<file path="config.mk">
export PLATFORM = sky130hd
export DESIGN_NAME = dma_read_scheduler_flat
export DESIGN_NICKNAME = d
export VERILOG_FILES = /design/src/rtl/dma_read_scheduler_if.sv /design/src/rtl/dma_read_scheduler.sv /design/src/flat_wrapper.sv
export SDC_FILE = /design/constraint.sdc
export NUM_CORES = 1
export LEC_CHECK = 0
export CORE_MARGIN = 1
export CORE_UTILIZATION = 25
export CTS_BUF_LIST = sky130_fd_sc_hd__clkbuf_8
export DETAILED_ROUTE_END_ITERATION = 6
export PLACE_DENSITY = 0.43
export SYNTH_ARGS = -nofsm -noshare
export SYNTH_HDL_FRONTEND = slang
export SYNTH_SLANG_ARGS = --single-unit
</file>
<file path="constraint.sdc">
create_clock -name i_clk -period 3.8 [get_ports i_clk]
set_clock_uncertainty 0.1 [all_clocks]
set_input_delay 0.76 -clock i_clk [delete_from_list [all_inputs] [get_ports i_clk]]
set_output_delay 0.76 -clock i_clk [all_outputs]
set_load 0.005 [all_outputs]
</file>
<file path="src/rtl/dma_read_scheduler_if.sv">
// Bundle of the command, memory-request, memory-response and FIFO signals
// around dma_read_scheduler.
//
// Handshake semantics (all channels): a transfer happens on a rising clock
// edge where valid && ready are both high. Once valid is raised, the
// payload (addr/len) stays stable until that edge. ready may depend on
// valid; valid never depends on ready. rsp_valid and fifo_pop are single-
// cycle strobes with no back-pressure.
//
// Modports:
//   master - the scheduler: consumes commands, issues bursts, pushes FIFO
//   slave  - the environment: command source, memory port and FIFO consumer
interface dma_read_scheduler_if #(
    parameter int ADDR_W     = 32,
    parameter int LEN_W      = 16,
    parameter int BITS_DEPTH = 8
);
    logic                  cmd_valid;
    logic                  cmd_ready;
    logic [ADDR_W-1:0]     cmd_addr;
    logic [LEN_W-1:0]      cmd_len;
    logic                  req_valid;
    logic                  req_ready;
    logic [ADDR_W-1:0]     req_addr;
    logic [BITS_DEPTH:0]   req_len;
    logic                  rsp_valid;
    logic                  fifo_wr_en;
    logic                  fifo_pop;

    modport master (
        input  cmd_valid, cmd_addr, cmd_len, req_ready, rsp_valid, fifo_pop,
        output cmd_ready, req_valid, req_addr, req_len, fifo_wr_en
    );

    modport slave (
        output cmd_valid, cmd_addr, cmd_len, req_ready, rsp_valid, fifo_pop,
        input  cmd_ready, req_valid, req_addr, req_len, fifo_wr_en
    );
endinterface

</file>
<file path="src/rtl/dma_read_scheduler.sv">
// dma_read_scheduler
// Splits one read command (byte address, length in 32-bit words) into
// memory bursts of at most MAX_BURST words that never cross a
// 2**BOUNDARY_BITS byte boundary. A burst is only issued once the credit
// counter (free FIFO slots not yet promised to in-flight data) covers it.
//
// Ports:
//   i_clk, i_rst_n   clock, asynchronous active-low reset
//   bus              command / request / response / FIFO signals (master)
//   busy             FSM is not idle
//   done             one-cycle pulse when a command completes
//   error            sticky: beat with nothing outstanding, or pop with
//                    credits already full
//   dbg_state        current FSM state encoding
//   dbg_credits      current credit counter
//   dbg_outstanding  response beats still expected from memory
module dma_read_scheduler #(
    parameter int ADDR_W        = 32,
    parameter int LEN_W         = 16,
    parameter int BITS_DEPTH    = 8,
    parameter int MAX_BURST     = 64,
    parameter int BOUNDARY_BITS = 12
) (
    input  logic                  i_clk,
    input  logic                  i_rst_n,
    dma_read_scheduler_if.master  bus,
    output logic                  busy,
    output logic                  done,
    output logic                  error,
    output logic [2:0]            dbg_state,
    output logic [BITS_DEPTH:0]   dbg_credits,
    output logic [LEN_W:0]        dbg_outstanding
);
    typedef enum logic [2:0] {
        S_IDLE  = 3'd0,
        S_CALC  = 3'd1,
        S_WAIT  = 3'd2,
        S_ISSUE = 3'd3,
        S_DRAIN = 3'd4
    } state_t;

    localparam int                   CAP         = 1 << BITS_DEPTH;
    localparam logic [BITS_DEPTH:0]  CAP_V       = (BITS_DEPTH+1)'(CAP);
    localparam logic [BITS_DEPTH:0]  CRED_ONE    = (BITS_DEPTH+1)'(1);
    localparam logic [BOUNDARY_BITS:0] BOUND_BYTES = (BOUNDARY_BITS+1)'(1 << BOUNDARY_BITS);
    localparam logic [31:0]          MAX_BURST_V = 32'(MAX_BURST);
    localparam logic [ADDR_W-1:0]    ADDR_MASK   = ~ADDR_W'(3);

    state_t                state_q, state_d;
    logic [ADDR_W-1:0]     addr_q, addr_d;
    logic [LEN_W-1:0]      remaining_q, remaining_d;
    logic [BITS_DEPTH:0]   blen_q, blen_d;
    logic [BITS_DEPTH:0]   credits_q, credits_d;
    logic [LEN_W:0]        outstanding_q, outstanding_d;
    logic                  done_q, done_d;
    logic                  error_q, error_d;

    logic                  issue;
    logic                  wr_en;
    logic                  pop_ok;
    logic [BOUNDARY_BITS:0] bound_words;
    logic [31:0]           burst_lim;

    // Words left before the next address boundary, then the burst length
    // as the smallest of remaining words, MAX_BURST and that distance.
    always_comb begin
        bound_words = (BOUND_BYTES - {1'b0, addr_q[BOUNDARY_BITS-1:0]}) >> 2;
        burst_lim   = 32'(remaining_q);
        if (burst_lim > MAX_BURST_V) begin
            burst_lim = MAX_BURST_V;
        end
        if (burst_lim > 32'(bound_words)) begin
            burst_lim = 32'(bound_words);
        end
    end

    // Counters run in every state. A pop arriving while credits are already
    // full would overflow the mirror of the FIFO, so it is dropped and flagged.
    always_comb begin
        issue  = (state_q == S_ISSUE) && bus.req_ready;
        wr_en  = bus.rsp_valid && (outstanding_q != '0);
        pop_ok = bus.fifo_pop && (credits_q != CAP_V);

        credits_d = credits_q;
        if (issue) begin
            credits_d = credits_d - blen_q;
        end
        if (pop_ok) begin
            credits_d = credits_d + CRED_ONE;
        end

        outstanding_d = outstanding_q;
        if (issue) begin
            outstanding_d = outstanding_d + (LEN_W+1)'(blen_q);
        end
        if (wr_en) begin
            outstanding_d = outstanding_d - (LEN_W+1)'(1);
        end

        error_d = error_q
                | (bus.fifo_pop && (credits_q == CAP_V))
                | (bus.rsp_valid && (outstanding_q == '0));
    end

    always_comb begin
        state_d     = state_q;
        addr_d      = addr_q;
        remaining_d = remaining_q;
        blen_d      = blen_q;
        done_d      = 1'b0;
        case (state_q)
            S_IDLE: begin
                if (bus.cmd_valid) begin
                    if (bus.cmd_len == '0) begin
                        done_d = 1'b1;
                    end else begin
                        addr_d      = bus.cmd_addr & ADDR_MASK;
                        remaining_d = bus.cmd_len;
                        state_d     = S_CALC;
                    end
                end
            end
            S_CALC: begin
                blen_d  = (BITS_DEPTH+1)'(burst_lim);
                state_d = S_WAIT;
            end
            S_WAIT: begin
                if (credits_q >= blen_q) begin
                    state_d = S_ISSUE;
                end
            end
            S_ISSUE: begin
                if (bus.req_ready) begin
                    addr_d      = addr_q + ADDR_W'({blen_q, 2'b00});
                    remaining_d = remaining_q - LEN_W'(blen_q);
                    state_d     = (remaining_q != LEN_W'(blen_q)) ? S_CALC : S_DRAIN;
                end
            end
            S_DRAIN: begin
                // Finish on the cycle the last expected beat lands.
                if (outstanding_d == '0) begin
                    done_d  = 1'b1;
                    state_d = S_IDLE;
                end
            end
            default: begin
                state_d = S_IDLE;
            end
        endcase
    end

    always_ff @(posedge i_clk or negedge i_rst_n) begin
        if (!i_rst_n) begin
            state_q       <= S_IDLE;
            addr_q        <= '0;
            remaining_q   <= '0;
            blen_q        <= '0;
            credits_q     <= CAP_V;
            outstanding_q <= '0;
            done_q        <= 1'b0;
            error_q       <= 1'b0;
        end else begin
            state_q       <= state_d;
            addr_q        <= addr_d;
            remaining_q   <= remaining_d;
            blen_q        <= blen_d;
            credits_q     <= credits_d;
            outstanding_q <= outstanding_d;
            done_q        <= done_d;
            error_q       <= error_d;
        end
    end

    assign bus.cmd_ready   = (state_q == S_IDLE);
    assign bus.req_valid   = (state_q == S_ISSUE);
    assign bus.req_addr    = addr_q;
    assign bus.req_len     = blen_q;
    assign bus.fifo_wr_en  = wr_en;
    assign busy            = (state_q != S_IDLE);
    assign done            = done_q;
    assign error           = error_q;
    assign dbg_state       = state_q;
    assign dbg_credits     = credits_q;
    assign dbg_outstanding = outstanding_q;
endmodule
</file>
<file path="src/flat_wrapper.sv">
// flat-port wrapper written by rule: the top's interface ports become plain ports
module dma_read_scheduler_flat 
#(
    parameter int ADDR_W        = 32,
    parameter int LEN_W         = 16,
    parameter int BITS_DEPTH    = 8,
    parameter int MAX_BURST     = 64,
    parameter int BOUNDARY_BITS = 12
)
  (i_clk, i_rst_n, busy, done, error, dbg_state, dbg_credits, dbg_outstanding, bus_cmd_valid, bus_cmd_addr, bus_cmd_len, bus_req_ready, bus_rsp_valid, bus_fifo_pop, bus_cmd_ready, bus_req_valid, bus_req_addr, bus_req_len, bus_fifo_wr_en);
  dma_read_scheduler_if #(.ADDR_W(ADDR_W), .LEN_W(LEN_W), .BITS_DEPTH(BITS_DEPTH)) bus_i ();
  input  logic i_clk;
  input  logic i_rst_n;
  output logic busy;
  output logic done;
  output logic error;
  output logic [2:0] dbg_state;
  output logic [BITS_DEPTH:0] dbg_credits;
  output logic [LEN_W:0] dbg_outstanding;
  input wire logic [$bits(bus_i.cmd_valid)-1:0] bus_cmd_valid;
  input wire logic [$bits(bus_i.cmd_addr)-1:0] bus_cmd_addr;
  input wire logic [$bits(bus_i.cmd_len)-1:0] bus_cmd_len;
  input wire logic [$bits(bus_i.req_ready)-1:0] bus_req_ready;
  input wire logic [$bits(bus_i.rsp_valid)-1:0] bus_rsp_valid;
  input wire logic [$bits(bus_i.fifo_pop)-1:0] bus_fifo_pop;
  output wire logic [$bits(bus_i.cmd_ready)-1:0] bus_cmd_ready;
  output wire logic [$bits(bus_i.req_valid)-1:0] bus_req_valid;
  output wire logic [$bits(bus_i.req_addr)-1:0] bus_req_addr;
  output wire logic [$bits(bus_i.req_len)-1:0] bus_req_len;
  output wire logic [$bits(bus_i.fifo_wr_en)-1:0] bus_fifo_wr_en;
  assign bus_i.cmd_valid = bus_cmd_valid;
  assign bus_i.cmd_addr = bus_cmd_addr;
  assign bus_i.cmd_len = bus_cmd_len;
  assign bus_i.req_ready = bus_req_ready;
  assign bus_i.rsp_valid = bus_rsp_valid;
  assign bus_i.fifo_pop = bus_fifo_pop;
  assign bus_cmd_ready = bus_i.cmd_ready;
  assign bus_req_valid = bus_i.req_valid;
  assign bus_req_addr = bus_i.req_addr;
  assign bus_req_len = bus_i.req_len;
  assign bus_fifo_wr_en = bus_i.fifo_wr_en;
  dma_read_scheduler #(.ADDR_W(ADDR_W), .LEN_W(LEN_W), .BITS_DEPTH(BITS_DEPTH), .MAX_BURST(MAX_BURST), .BOUNDARY_BITS(BOUNDARY_BITS)) u_core (.i_clk(i_clk), .i_rst_n(i_rst_n), .bus(bus_i), .busy(busy), .done(done), .error(error), .dbg_state(dbg_state), .dbg_credits(dbg_credits), .dbg_outstanding(dbg_outstanding));
endmodule
</file>
==> results of run 1 <==
-- Yosys cell counts (all sizes together) (8+ instances only) --
cell type   n  area share, %
ha         51            8.7
a21oi      62            4.3
o21ai      62            4.3
nand2      90            4.7
a2bb2oi    12            1.4
inv        58            3.0
xnor2      29            3.6
nand3      37            2.7
nor2b      13            1.1
nor2       75            3.9
a31oi       9           0.77
nor3       24            1.7
mux2        8            1.3
mux2i       9            1.6
a211oi     14            1.6
dfrtp      85             29
o22ai      10           0.86
o211ai      8           0.82
and3       16            1.4
buf        12            1.2
xor2       27            3.2
or3        11            1.0
nor4       16            1.5
a21o        8           0.82
nand4      14            1.2
a21boi      8           0.82
clkbuf     29            1.5
-- area by class of cell --
cell class | instances | area [um2] | share of cell area, %
clock inverters | 7 | 66.3 | 0.674
well taps | 384 | 480 | 4.88
clock buffers | 9 | 124 | 1.26
inverters | 58 | 218 | 2.21
multi-input cells | 713 | 4900 | 49.8
repair buffers | 204 | 1900 | 19.3
flip-flops and latches | 86 | 2150 | 21.9
-- registers in the layout, summed over array words and instances, names as in the netlist --
register / cells
u_core.dbg_credits: 9
u_core.dbg_outstanding: 17
u_core.error: 1
u_core.bus.req_len: 9
u_core.bus.req_addr: 30
u_core.remaining_q: 16
u_core.done: 1
u_core.dbg_state: 3
-- path summary, 6_finish.rpt --
path	endpoint	slack [ps]	depth (start not counted)
min in group i_clk	u_core.error$_DFF_PN0_	400	1
max in group asynchronous	u_core.bus.req_addr[3]$_DFFE_PN0P_	2560	2
hold / removal	u_core.dbg_outstanding[14]$_DFF_PN0_	240	1
setup / recovery	u_core.bus.req_len[5]$_DFFE_PN0P_	70	19
setup reg to reg	u_core.bus.req_len[5]$_DFFE_PN0P_	70	19
hold reg to reg	u_core.error$_DFF_PN0_	400	1
-- cells by family after synthesis --
logic type               share of synthesized area (%)
AND/OR/NAND/NOR                                   23.5
AO/OA/AOI/OAI                                     21.6
other                                           0.0514
adder cells (fa/ha/maj)                           9.84
buffers and inverters                             5.69
flip-flops                                        29.5
multiplexers                                      2.91
XOR/XNOR                                          6.82
-- critical path, cell delays in order, from the launching register on --
cell and delay, ps:
dfrtp_1 400, nor3_2 200, nand2b_1 110, or4_4 440
or3_4 380, buf_6 140, a21oi_4 130, nand2_2 80
inv_2 70, ha_4 190, o21ai_2 50, nand2b_1 70
a21oi_1 150, nor2b_1 60, o211ai_1 160, a21oi_1 100
o21ai_2 250, buf_12 160, mux2_4 300, o21ai_2 100
-- repair_timing --
action,in CTS,in global routing
resized for setup,5,29
hold buffers,0,0
cloned,0,1
endpoints found under the setup margin,7,11
setup buffers,0,1
pin swaps,1,3
-- layer usage --
layer  track usage (%)  wire length [um]  vias up
met5                 0                 0        -
met4              3.76               308        0
met3              3.12              1090       22
met2              28.2             11900      156
met1              22.8             11900     3528
li1                  -                 -     3580
-- layout by cell type, fill, tap and decap left out, types with 14 or more instances in the layout --
| cell type | netlist | layout |
|---|---|---|
| a21oi_1 | 61 | 60 |
| and3_1 | 16 | 16 |
| buf_4 | 3 | 74 |
| clkdlybuf4s50_1 | 0 | 124 |
| dfrtp_1 | 85 | 85 |
| ha_1 | 51 | 49 |
| inv_1 | 56 | 55 |
| nand2_1 | 89 | 87 |
| nand3_1 | 36 | 36 |
| nand4_1 | 14 | 14 |
| nor2_1 | 75 | 75 |
| nor3_1 | 23 | 21 |
| nor4_1 | 15 | 15 |
| o21ai_0 | 50 | 47 |
| xnor2_1 | 28 | 28 |
| xor2_1 | 27 | 27 |
-- stage by stage --
step / TNS [ps] / instance area, um2 / power (mW) / utilization (%) / setup slack [ps]
2_1_floorplan: 0 / 7320 / 5.86 / - / 53.8
3_3_place_gp: -1100 / 9490 / 8.49 / 33.1 / -268
3_5_place_dp: -1110 / 9490 / 8.50 / 33.1 / -280
4_1_cts: 0 / 9700 / 9.25 / 33.8 / 4.68
5_1_grt: -701 / 9840 / 10.2 / 34.3 / -119
6_report: 0 / 9840 / 9.28 / 34.3 / 68.0
-- power by group --
| part | internal, mW | total [mW] | leakage, nW | switching, mW |
|---|---|---|---|---|
| registers | 1.37 | 1.93 | 1.03 | 0.558 |
| clock network | 0.260 | 0.699 | 0.0995 | 0.439 |
| logic | 3.13 | 6.65 | 2.96 | 3.52 |
| total | 4.76 | 9.28 | 4.09 | 4.52 |
==> metrics.txt, run 1 <==
grt ovf=0; post-synth cell types=81; worst-path fanout max=5; H-Tree Depth=3; core area=28700 um2; Via Count=~7300; Root Buffer=clkbuf_8; IO Port Bufs=125; Post-DP HPWL=19.7 mm; final wirelength=roughly 25 mm; Final Hold Viols=0; Critical Path Source=u_core.remaining_q[12]$_DFFE_PN0P_; element type at the critical path end=register; synthesized area=about 7300 um2; Starting Density=roughly a quarter; Syn Area/Cell=between 8 and 9 um2; post-synthesis sequential area ratio=~30%; Required @ worst endpoint=~4000 ps; worst flop-to-flop path startpoint=u_core.remaining_q[12]$_DFFE_PN0P_; Max-Cap Viols=0; CTS clk-pin slew, worst paths=110 ps; CP Launch Type=register; Row Count=62; Final ANT Viol Nets=0; Max VDD drop=around 0.38 mV; GRT Overall Usage=17.0%; Synth Flop Type=dfrtp_1; DR pass1 iterations=5; critical path data arrival time=3960 ps; CTS buffer count=9; Hold Slack=238 ps; PwrDens=943 nW/um2; flops & latches, synth=between 80 and 90; final period utilization=98.2%; status=finished clean; drt drc=0; synth warn=0; initial antenna violation count=0; Cell Count, Final, Fillers Out=1461; Die Wd=roughly 170 um; GPL Wtd Cong=approximately 0.82; number of synthesized flops with an enable pin=0; area delta synth->final=34.9%; initial DRC count=about 370; actual slew at the worst max-slew pin=between 700 and 800 ps; setup violators final=0; largest net degree at the start of global routing=46; global-route wire length before repair=39.9 mm; count of filler cells inserted in the layout=3051; clock latency on the worst-skew pair=400 ps; I/O pins=130; vias in the first global route=just over 7000; slew margin rel.=approximately half; nets=around 1200; Leak=4.09 nW; WL/cell=17.2 um; Fmax=about 270 MHz; share of layout cells above drive strength 1=between 10 and 15%; asr flop ratio synth=100%; Hold Crit Class=in2async; Die Height=173 um; Max Slew Vio Count=0; n_diodes=0; Max clock buf depth=2; post-layout min period=about 3700 ps; die footprint=around 30000 um2; CTS tree=built; Setup CP Type=reg2reg; Clock Sinks=86; Post-Place Cells=1443; Syn Inst Count=893; RSZ-0062 raised after global routing=true; Vias/cell=4.99
Note: power is estimated with default switching activity, not from simulation.
==> run 2, diff against run 1 <==
--- a/config.mk
+++ b/config.mk
@@ -5,6 +5,7 @@
 export SDC_FILE = /design/constraint.sdc
 export NUM_CORES = 1
 export LEC_CHECK = 0
+export CAP_MARGIN = 20
 export CORE_MARGIN = 1
 export CORE_UTILIZATION = 25
 export CTS_BUF_LIST = sky130_fd_sc_hd__clkbuf_8
==> results of run 2 <==
The final DEF is identical to that of run 1; final timing and power are the same.
